**config.mk**
```make
export PLATFORM = sky130hd
export DESIGN_NAME = sram_pattern_tester_flat
export DESIGN_NICKNAME = d
export VERILOG_FILES = /design/src/rtl/sram_pattern_tester_if.sv /design/src/rtl/sram_pattern_tester.sv /design/src/flat_wrapper.sv
export SDC_FILE = /design/constraint.sdc
export NUM_CORES = 1
export LEC_CHECK = 0
export CAP_MARGIN = 10
export CORE_MARGIN = 2
export CORE_UTILIZATION = 45
export CTS_CLUSTER_SIZE = 28
export DETAILED_ROUTE_END_ITERATION = 10
export MAX_ROUTING_LAYER = met4
export PLACE_DENSITY_LB_ADDON = 0.1
export SLEW_MARGIN = 0
export SYNTH_ARGS = -nofsm -noshare
export SYNTH_HDL_FRONTEND = slang
export SYNTH_SLANG_ARGS = --single-unit
```
**constraint.sdc**
```tcl
create_clock -name clk -period 2.5 [get_ports clk]
set_input_delay 0.25 -clock clk [delete_from_list [all_inputs] [get_ports clk]]
set_output_delay 0.25 -clock clk [all_outputs]
set_load 0.1 [all_outputs]
```
**src/rtl/sram_pattern_tester_if.sv**
```systemverilog
// ---------------------------------------------------------------------------
// sram_pattern_tester_if
// Bus between the pattern tester and the basic SRAM controller.
//   rw         : 1 = read/idle, 0 = write            (tester -> controller)
//   addr       : SRAM address                        (tester -> controller)
//   data_f2s   : write data                          (tester -> controller)
//   data_s2f_r : registered read data                (controller -> tester)
// Modports: master = tester side, slave = controller side.
// ---------------------------------------------------------------------------
interface sram_pattern_tester_if #(
    parameter int ADDR_W = 19,
    parameter int DATA_W = 8
);
    logic              rw;
    logic [ADDR_W-1:0] addr;
    logic [DATA_W-1:0] data_f2s;
    logic [DATA_W-1:0] data_s2f_r;

    modport master (output rw, output addr, output data_f2s, input data_s2f_r);
    modport slave  (input rw, input addr, input data_f2s, output data_s2f_r);
endinterface

```
**src/rtl/sram_pattern_tester.sv**
```systemverilog
// ---------------------------------------------------------------------------
// sram_pattern_tester
// Writes exp(a) = a[7:0] ^ a[15:8] ^ SEED to every address 0..LAST_ADDR
// through the SRAM controller, reads every location back and compares.
// Reports busy/done/pass, a saturating error count and the first failing
// address. All outputs are registered.
//
// Ports:
//   clk            : system clock
//   reset          : synchronous, active-high reset
//   start          : one-cycle run request, ignored while busy
//   bus            : controller bus (master modport: rw, addr, data_f2s out;
//                    data_s2f_r in)
//   busy           : run in progress
//   done           : run finished, held until next accepted start or reset
//   pass           : valid with done, 1 when err_count is zero
//   err_count      : number of mismatches, saturating
//   first_err_addr : address of the first mismatch (0 if none)
//
// Optional feature macro: SRAM_TESTER_INV_PASS_EN
//   When defined, a second write+read pass with inverted data follows the
//   first; errors accumulate across both passes.
// ---------------------------------------------------------------------------
module sram_pattern_tester #(
    parameter int                ADDR_W    = 19,
    parameter int                DATA_W    = 8,
    parameter logic [ADDR_W-1:0] LAST_ADDR = 19'h7FFFF,
    parameter logic [7:0]        SEED      = 8'hA5
) (
    input  logic                  clk,
    input  logic                  reset,
    input  logic                  start,
    sram_pattern_tester_if.master bus,
    output logic                  busy,
    output logic                  done,
    output logic                  pass,
    output logic [ADDR_W:0]       err_count,
    output logic [ADDR_W-1:0]     first_err_addr
);

    typedef enum logic [2:0] {
        IDLE    = 3'd0,
        W_SETUP = 3'd1,
        W_PULSE = 3'd2,
        W_HOLD  = 3'd3,
        R_ADDR  = 3'd4,
        R_CHECK = 3'd5,
        FIN     = 3'd6
    } state_t;

    localparam logic [ADDR_W-1:0] ONE_A = {{(ADDR_W-1){1'b0}}, 1'b1};
    localparam logic [ADDR_W:0]   ONE_E = {{ADDR_W{1'b0}}, 1'b1};

    // Pattern for address a; inv selects the bit-inverted pass.
    function automatic logic [DATA_W-1:0] pattern(input logic [ADDR_W-1:0] a,
                                                  input logic              inv);
        logic [ADDR_W+15:0] ax;
        logic [DATA_W+7:0]  xe;
        ax = {16'h0000, a};
        xe = {{DATA_W{1'b0}}, (ax[7:0] ^ ax[15:8] ^ SEED)};
        return xe[DATA_W-1:0] ^ {DATA_W{inv}};
    endfunction

    state_t              state_q, state_d;
    logic [ADDR_W-1:0]   a_q, a_d;
    logic                rw_q, rw_d;
    logic [ADDR_W-1:0]   addr_q, addr_d;
    logic [DATA_W-1:0]   data_q, data_d;
    logic                busy_q, busy_d;
    logic                done_q, done_d;
    logic                pass_q, pass_d;
    logic [ADDR_W:0]     err_q, err_d;
    logic [ADDR_W-1:0]   ferr_q, ferr_d;
    logic                inv_s;

`ifdef SRAM_TESTER_INV_PASS_EN
    logic inv_q, inv_d;
    assign inv_s = inv_q;
`else
    assign inv_s = 1'b0;
`endif

    // State and registered-output update, synchronous reset.
    always_ff @(posedge clk) begin
        if (reset) begin
            state_q <= IDLE;
            a_q     <= '0;
            rw_q    <= 1'b1;
            addr_q  <= '0;
            data_q  <= '0;
            busy_q  <= 1'b0;
            done_q  <= 1'b0;
            pass_q  <= 1'b0;
            err_q   <= '0;
            ferr_q  <= '0;
`ifdef SRAM_TESTER_INV_PASS_EN
            inv_q   <= 1'b0;
`endif
        end else begin
            state_q <= state_d;
            a_q     <= a_d;
            rw_q    <= rw_d;
            addr_q  <= addr_d;
            data_q  <= data_d;
            busy_q  <= busy_d;
            done_q  <= done_d;
            pass_q  <= pass_d;
            err_q   <= err_d;
            ferr_q  <= ferr_d;
`ifdef SRAM_TESTER_INV_PASS_EN
            inv_q   <= inv_d;
`endif
        end
    end

    // Next-state and next-output logic. addr/data are only moved on cycles
    // where rw stays high, so the pads never see addr and we_n move together.
    always_comb begin
        state_d = state_q;
        a_d     = a_q;
        rw_d    = rw_q;
        addr_d  = addr_q;
        data_d  = data_q;
        busy_d  = busy_q;
        done_d  = done_q;
        pass_d  = pass_q;
        err_d   = err_q;
        ferr_d  = ferr_q;
`ifdef SRAM_TESTER_INV_PASS_EN
        inv_d   = inv_q;
`endif
        case (state_q)
            IDLE: begin
                rw_d   = 1'b1;
                addr_d = '0;
                if (start) begin
                    err_d   = '0;
                    ferr_d  = '0;
                    done_d  = 1'b0;
                    pass_d  = 1'b0;
                    busy_d  = 1'b1;
                    a_d     = '0;
                    data_d  = pattern('0, 1'b0);
                    state_d = W_SETUP;
`ifdef SRAM_TESTER_INV_PASS_EN
                    inv_d   = 1'b0;
`endif
                end else begin
                    state_d = IDLE;
                end
            end
            W_SETUP: begin
                rw_d    = 1'b0;
                state_d = W_PULSE;
            end
            W_PULSE: begin
                rw_d    = 1'b1;
                state_d = W_HOLD;
            end
            W_HOLD: begin
                if (a_q == LAST_ADDR) begin
                    a_d     = '0;
                    addr_d  = '0;
                    state_d = R_ADDR;
                end else begin
                    a_d     = a_q + ONE_A;
                    addr_d  = a_q + ONE_A;
                    data_d  = pattern(a_q + ONE_A, inv_s);
                    state_d = W_SETUP;
                end
            end
            R_ADDR: begin
                state_d = R_CHECK;
            end
            R_CHECK: begin
                // Read data was captured by the controller at the end of R_ADDR.
                if (bus.data_s2f_r != pattern(a_q, inv_s)) begin
                    if (err_q != {(ADDR_W+1){1'b1}}) begin
                        err_d = err_q + ONE_E;
                    end else begin
                        err_d = err_q;
                    end
                    if (err_q == '0) begin
                        ferr_d = a_q;
                    end else begin
                        ferr_d = ferr_q;
                    end
                end else begin
                    err_d = err_q;
                end
                if (a_q == LAST_ADDR) begin
`ifdef SRAM_TESTER_INV_PASS_EN
                    if (!inv_q) begin
                        inv_d   = 1'b1;
                        a_d     = '0;
                        addr_d  = '0;
                        data_d  = pattern('0, 1'b1);
                        state_d = W_SETUP;
                    end else begin
                        state_d = FIN;
                    end
`else
                    state_d = FIN;
`endif
                end else begin
                    a_d     = a_q + ONE_A;
                    addr_d  = a_q + ONE_A;
                    state_d = R_ADDR;
                end
            end
            FIN: begin
                done_d  = 1'b1;
                busy_d  = 1'b0;
                pass_d  = (err_q == '0);
                addr_d  = '0;
                state_d = IDLE;
            end
            default: begin
                state_d = IDLE;
            end
        endcase
    end

    assign bus.rw         = rw_q;
    assign bus.addr       = addr_q;
    assign bus.data_f2s   = data_q;
    assign busy           = busy_q;
    assign done           = done_q;
    assign pass           = pass_q;
    assign err_count      = err_q;
    assign first_err_addr = ferr_q;

endmodule

```
**src/flat_wrapper.sv**
```systemverilog
// flat-port wrapper written by rule: the top's interface ports become plain ports
module sram_pattern_tester_flat 
#(
    parameter int                ADDR_W    = 19,
    parameter int                DATA_W    = 8,
    parameter logic [ADDR_W-1:0] LAST_ADDR = 19'h7FFFF,
    parameter logic [7:0]        SEED      = 8'hA5
)
  (clk, reset, start, busy, done, pass, err_count, first_err_addr, bus_rw, bus_addr, bus_data_f2s, bus_data_s2f_r);
  sram_pattern_tester_if #(.ADDR_W(ADDR_W), .DATA_W(DATA_W)) bus_i ();
  input  logic clk;
  input  logic reset;
  input  logic start;
  output logic busy;
  output logic done;
  output logic pass;
  output logic [ADDR_W:0] err_count;
  output logic [ADDR_W-1:0] first_err_addr;
  output wire logic [$bits(bus_i.rw)-1:0] bus_rw;
  output wire logic [$bits(bus_i.addr)-1:0] bus_addr;
  output wire logic [$bits(bus_i.data_f2s)-1:0] bus_data_f2s;
  input wire logic [$bits(bus_i.data_s2f_r)-1:0] bus_data_s2f_r;
  assign bus_rw = bus_i.rw;
  assign bus_addr = bus_i.addr;
  assign bus_data_f2s = bus_i.data_f2s;
  assign bus_i.data_s2f_r = bus_data_s2f_r;
  sram_pattern_tester #(.ADDR_W(ADDR_W), .DATA_W(DATA_W), .LAST_ADDR(LAST_ADDR), .SEED(SEED)) u_core (.clk(clk), .reset(reset), .start(start), .bus(bus_i), .busy(busy), .done(done), .pass(pass), .err_count(err_count), .first_err_addr(first_err_addr));
endmodule
```
==> results.sh, run 1 <==
export IMPL_final_min_clock_period_ns=2.36
export IMPL_synthTopCellsByArea="dfxtp_1, a21oi_1, nand4_1, nor2_1, nand2_1"
export IMPL_fmax_mhz=424
export IMPL_async_flop_share_pct=0
export IMPL_synthTopCellsByCount="dfxtp_1, a21oi_1, nor2_1, nand2_1, o21ai_0"
export IMPL_gr_usage_met1_pct=35.5
export IMPL_worst_clock_skew_ns=0.0159
export IMPL_use_met3_pct=4.09
export IMPL_cts_max_level=3
export IMPL_root_buffer="clkbuf_8"
export IMPL_clkLatencyLatePin_ns=0.38
export IMPL_required_ns=2.76
export IMPL_power_density_nw_per_um2=535
export IMPL_grt_util_all_layers_pct=26.2
export IMPL_viasPerCell=6.07
export IMPL_syn_area_sq_um=5050
export IMPL_routed_wl_um=15000
export IMPL_yosysSeqAreaShare_pct=36.5
export IMPL_grt_ovfl_total=0
export IMPL_cts_buffer_depth=2
export IMPL_cts_tree="done"
export IMPL_cts_setup_buffers=0
export IMPL_ant_nets=0
export IMPL_yosysMostFrequentCell="dfxtp_1"
export IMPL_rsz0062_at_grt="false"
export IMPL_ir_worst_vdd_v=0.000353
export IMPL_synth_ff_type="dfxtp_1"
export IMPL_cp_arrival_ns=2.62
export IMPL_antenna_found_initial=0
export IMPL_drt_initial_drc_count=366
export IMPL_num_vias=5031
export IMPL_relSlewSlack_pct=60.1
export IMPL_syn2layout_area_growth_pct=22.0
export IMPL_dp_cells=813
export IMPL_grt_max_degree=89
export IMPL_pin_count=81
export IMPL_synth_edf_count=0
export IMPL_final_util_pct=56.6
export IMPL_route_detailed_drc=0
export IMPL_ys_warn_count=0
export IMPL_die_x_um=110
export IMPL_power_mw=3.29
export IMPL_grt_pass1_wl_um=23700
export IMPL_grt_pass1_vias=4605
export IMPL_chipHeight_um=110
export IMPL_synth_fp_nets=619
export IMPL_core_area_sq_um=10900
export IMPL_critPathLaunchType="register"
export IMPL_rrSetupSlack_ns=0.14
export IMPL_drive_gt1_share_pct=22.9
export IMPL_tightest_slew_ns=0.599
export IMPL_syn_inst=605
export IMPL_status="finished, final reports clean"
export IMPL_synth_top_cell_area_share_pct=36.5
export IMPL_gr_usage_met2_pct=39.6
export IMPL_synth_area_per_cell_sq_um=8.34
export IMPL_synth_largest_area_cell="dfxtp_1"
export IMPL_firstDrtPassIters=6
export IMPL_start_util_pct=46.3
export IMPL_place_gp_congestion=0.886
export IMPL_cts_sinks=92
export IMPL_fin_setup_tns_ns=0
export IMPL_slew_violations=0
export IMPL_hold_viol=0
export IMPL_hpwl_um=10700
export IMPL_yosys_register_bits=92
export IMPL_p_leak_nw=2.27
export IMPL_finalSetupViolations=0
export IMPL_crit_type="register to register"
export IMPL_top_usage_layer="met2"
export IMPL_portBuffers=80
export IMPL_num_nets_final=698
export IMPL_ys_types=71
export IMPL_period_share_pct=94.4
export IMPL_clk_pin_slew_ns=0.10
export IMPL_rows=38
export IMPL_end_kind="register"
export IMPL_dieArea_sq_um=12100
export IMPL_holdBufCountCts=0
export IMPL_detail_route_wl_per_cell_um=18.1
export IMPL_fillCellCount=1027
export IMPL_diodes=0
export IMPL_hold_slack_ns=0.266
export IMPL_cts_made_buffers=9
export IMPL_critPathMaxFanout=18
export IMPL_drv_cap=0
export IMPL_cts_resized=0
export IMPL_final_cells=829
export IMPL_hold_path_class="input pin to register"
[cells by family (layout without fill, tap and decap cells)]
kind of cell    count (synthesis)  after routing  synth area share (%)
simple gates                  243            243                  26.5
compound gates                163            163                  21.5
buf+inv                        69            153                  6.30
fa+ha+maj                       3              3                 0.744
flops                          92             92                  36.5
mux                             2              2                 0.422
xor+xnor                       33             33                  8.01
[through the flow]
| stage | instance area (sq um) | setup WS, ns |
|---|---|---|
| CTS | 6160 | 0.145 |
| finish | 6160 | 0.140 |
| global route | 6160 | 0.0119 |
| global placement | 5950 | 0.117 |
| floorplan | 5070 | 0.0459 |
| detailed placement | 5950 | 0.108 |
[sequential cells by signal (all words and copies together), names as in the netlist]
name,count
u_core.err_count,20
u_core.a_q,19
u_core.bus.addr,19
u_core.first_err_addr,19
u_core.bus.data_f2s,8
u_core.state_q,3
u_core.bus.rw,1
u_core.busy,1
u_core.done,1
u_core.pass,1
[metal layers]
metal | routed length [um] | part of all wire (%) | up-vias
li1 | - | - | 2406
met1 | 6860 | 46 | 2394
met2 | 6980 | 46 | 210
met3 | 940 | 6.3 | 21
met4 | 238 | 1.6 | 0
met5 | 0 | 0 | -
[worst paths after layout]
kind                  startpoint  cells past startpoint              endpoint
max          u_core.err_count[1]                      6  u_core.err_count[10]
min                        reset                      2     u_core.state_q[1]
max reg2reg  u_core.err_count[1]                      6  u_core.err_count[10]
min reg2reg  u_core.bus.addr[12]                      2   u_core.bus.addr[12]
[report_power, final]
part | internal (mW) | leakage [nW] | switching [mW]
Combinational | 0.227 | 1.41 | 0.469
Sequential | 1.49 | 0.752 | 0.0243
Clock | 0.546 | 0.111 | 0.538
[area by class of cell]
class                           count  area (sq um)  area share, %
Sequential cell                    92          1870           30.3
Timing Repair Buffer              119           951           15.4
Clock buffer                       12           166           2.70
Inverter                           18          67.6           1.10
Clock inverter                      4          45.0          0.731
Tap cell                          140           175           2.84
Multi-Input combinational cell    444          2890           46.9
[critical path: stages (launching register included)]
cell and delay (ns):
dfxtp_4 0.38, ha_1 0.18, nand3_1 0.11, or4_1 0.64, o311ai_4 0.39, nor2_4 0.18, o311ai_0 0.36
[cell usage in the layout (no fill, tap or decap), types with 4 or more instances in the layout]
master / instances
a211oi_1: 8
a21oi_1: 56
a22oi_1: 4
a2bb2oi_1: 4
a31oi_1: 6
and3_1: 5
buf_4: 106
clkbuf_8: 10
clkdlybuf4s50_1: 9
dfxtp_1: 76
dfxtp_2: 14
inv_1: 18
nand2_1: 46
nand2b_1: 7
nand3_1: 25
nand4_1: 33
nand4b_1: 4
nor2_1: 51
nor3_1: 12
nor4_1: 15
o211ai_1: 4
o21ai_0: 34
o21ai_1: 6
o311ai_0: 8
or3_1: 6
or4_1: 14
xnor2_1: 17
xnor3_1: 4
xor2_1: 8
xor3_1: 4
No activity file was read; power rests on OpenSTA's default activity.
==> run 2, diff against run 1 <==
--- a/config.mk
+++ b/config.mk
@@ -8,6 +8,7 @@
 export CAP_MARGIN = 10
 export CORE_MARGIN = 2
 export CORE_UTILIZATION = 45
+export CTS_CLUSTER_DIAMETER = 60
 export CTS_CLUSTER_SIZE = 28
 export DETAILED_ROUTE_END_ITERATION = 10
 export MAX_ROUTING_LAYER = met4
==> results of run 2 <==
No change in the layout: final DEF, timing and power equal those of run 1.
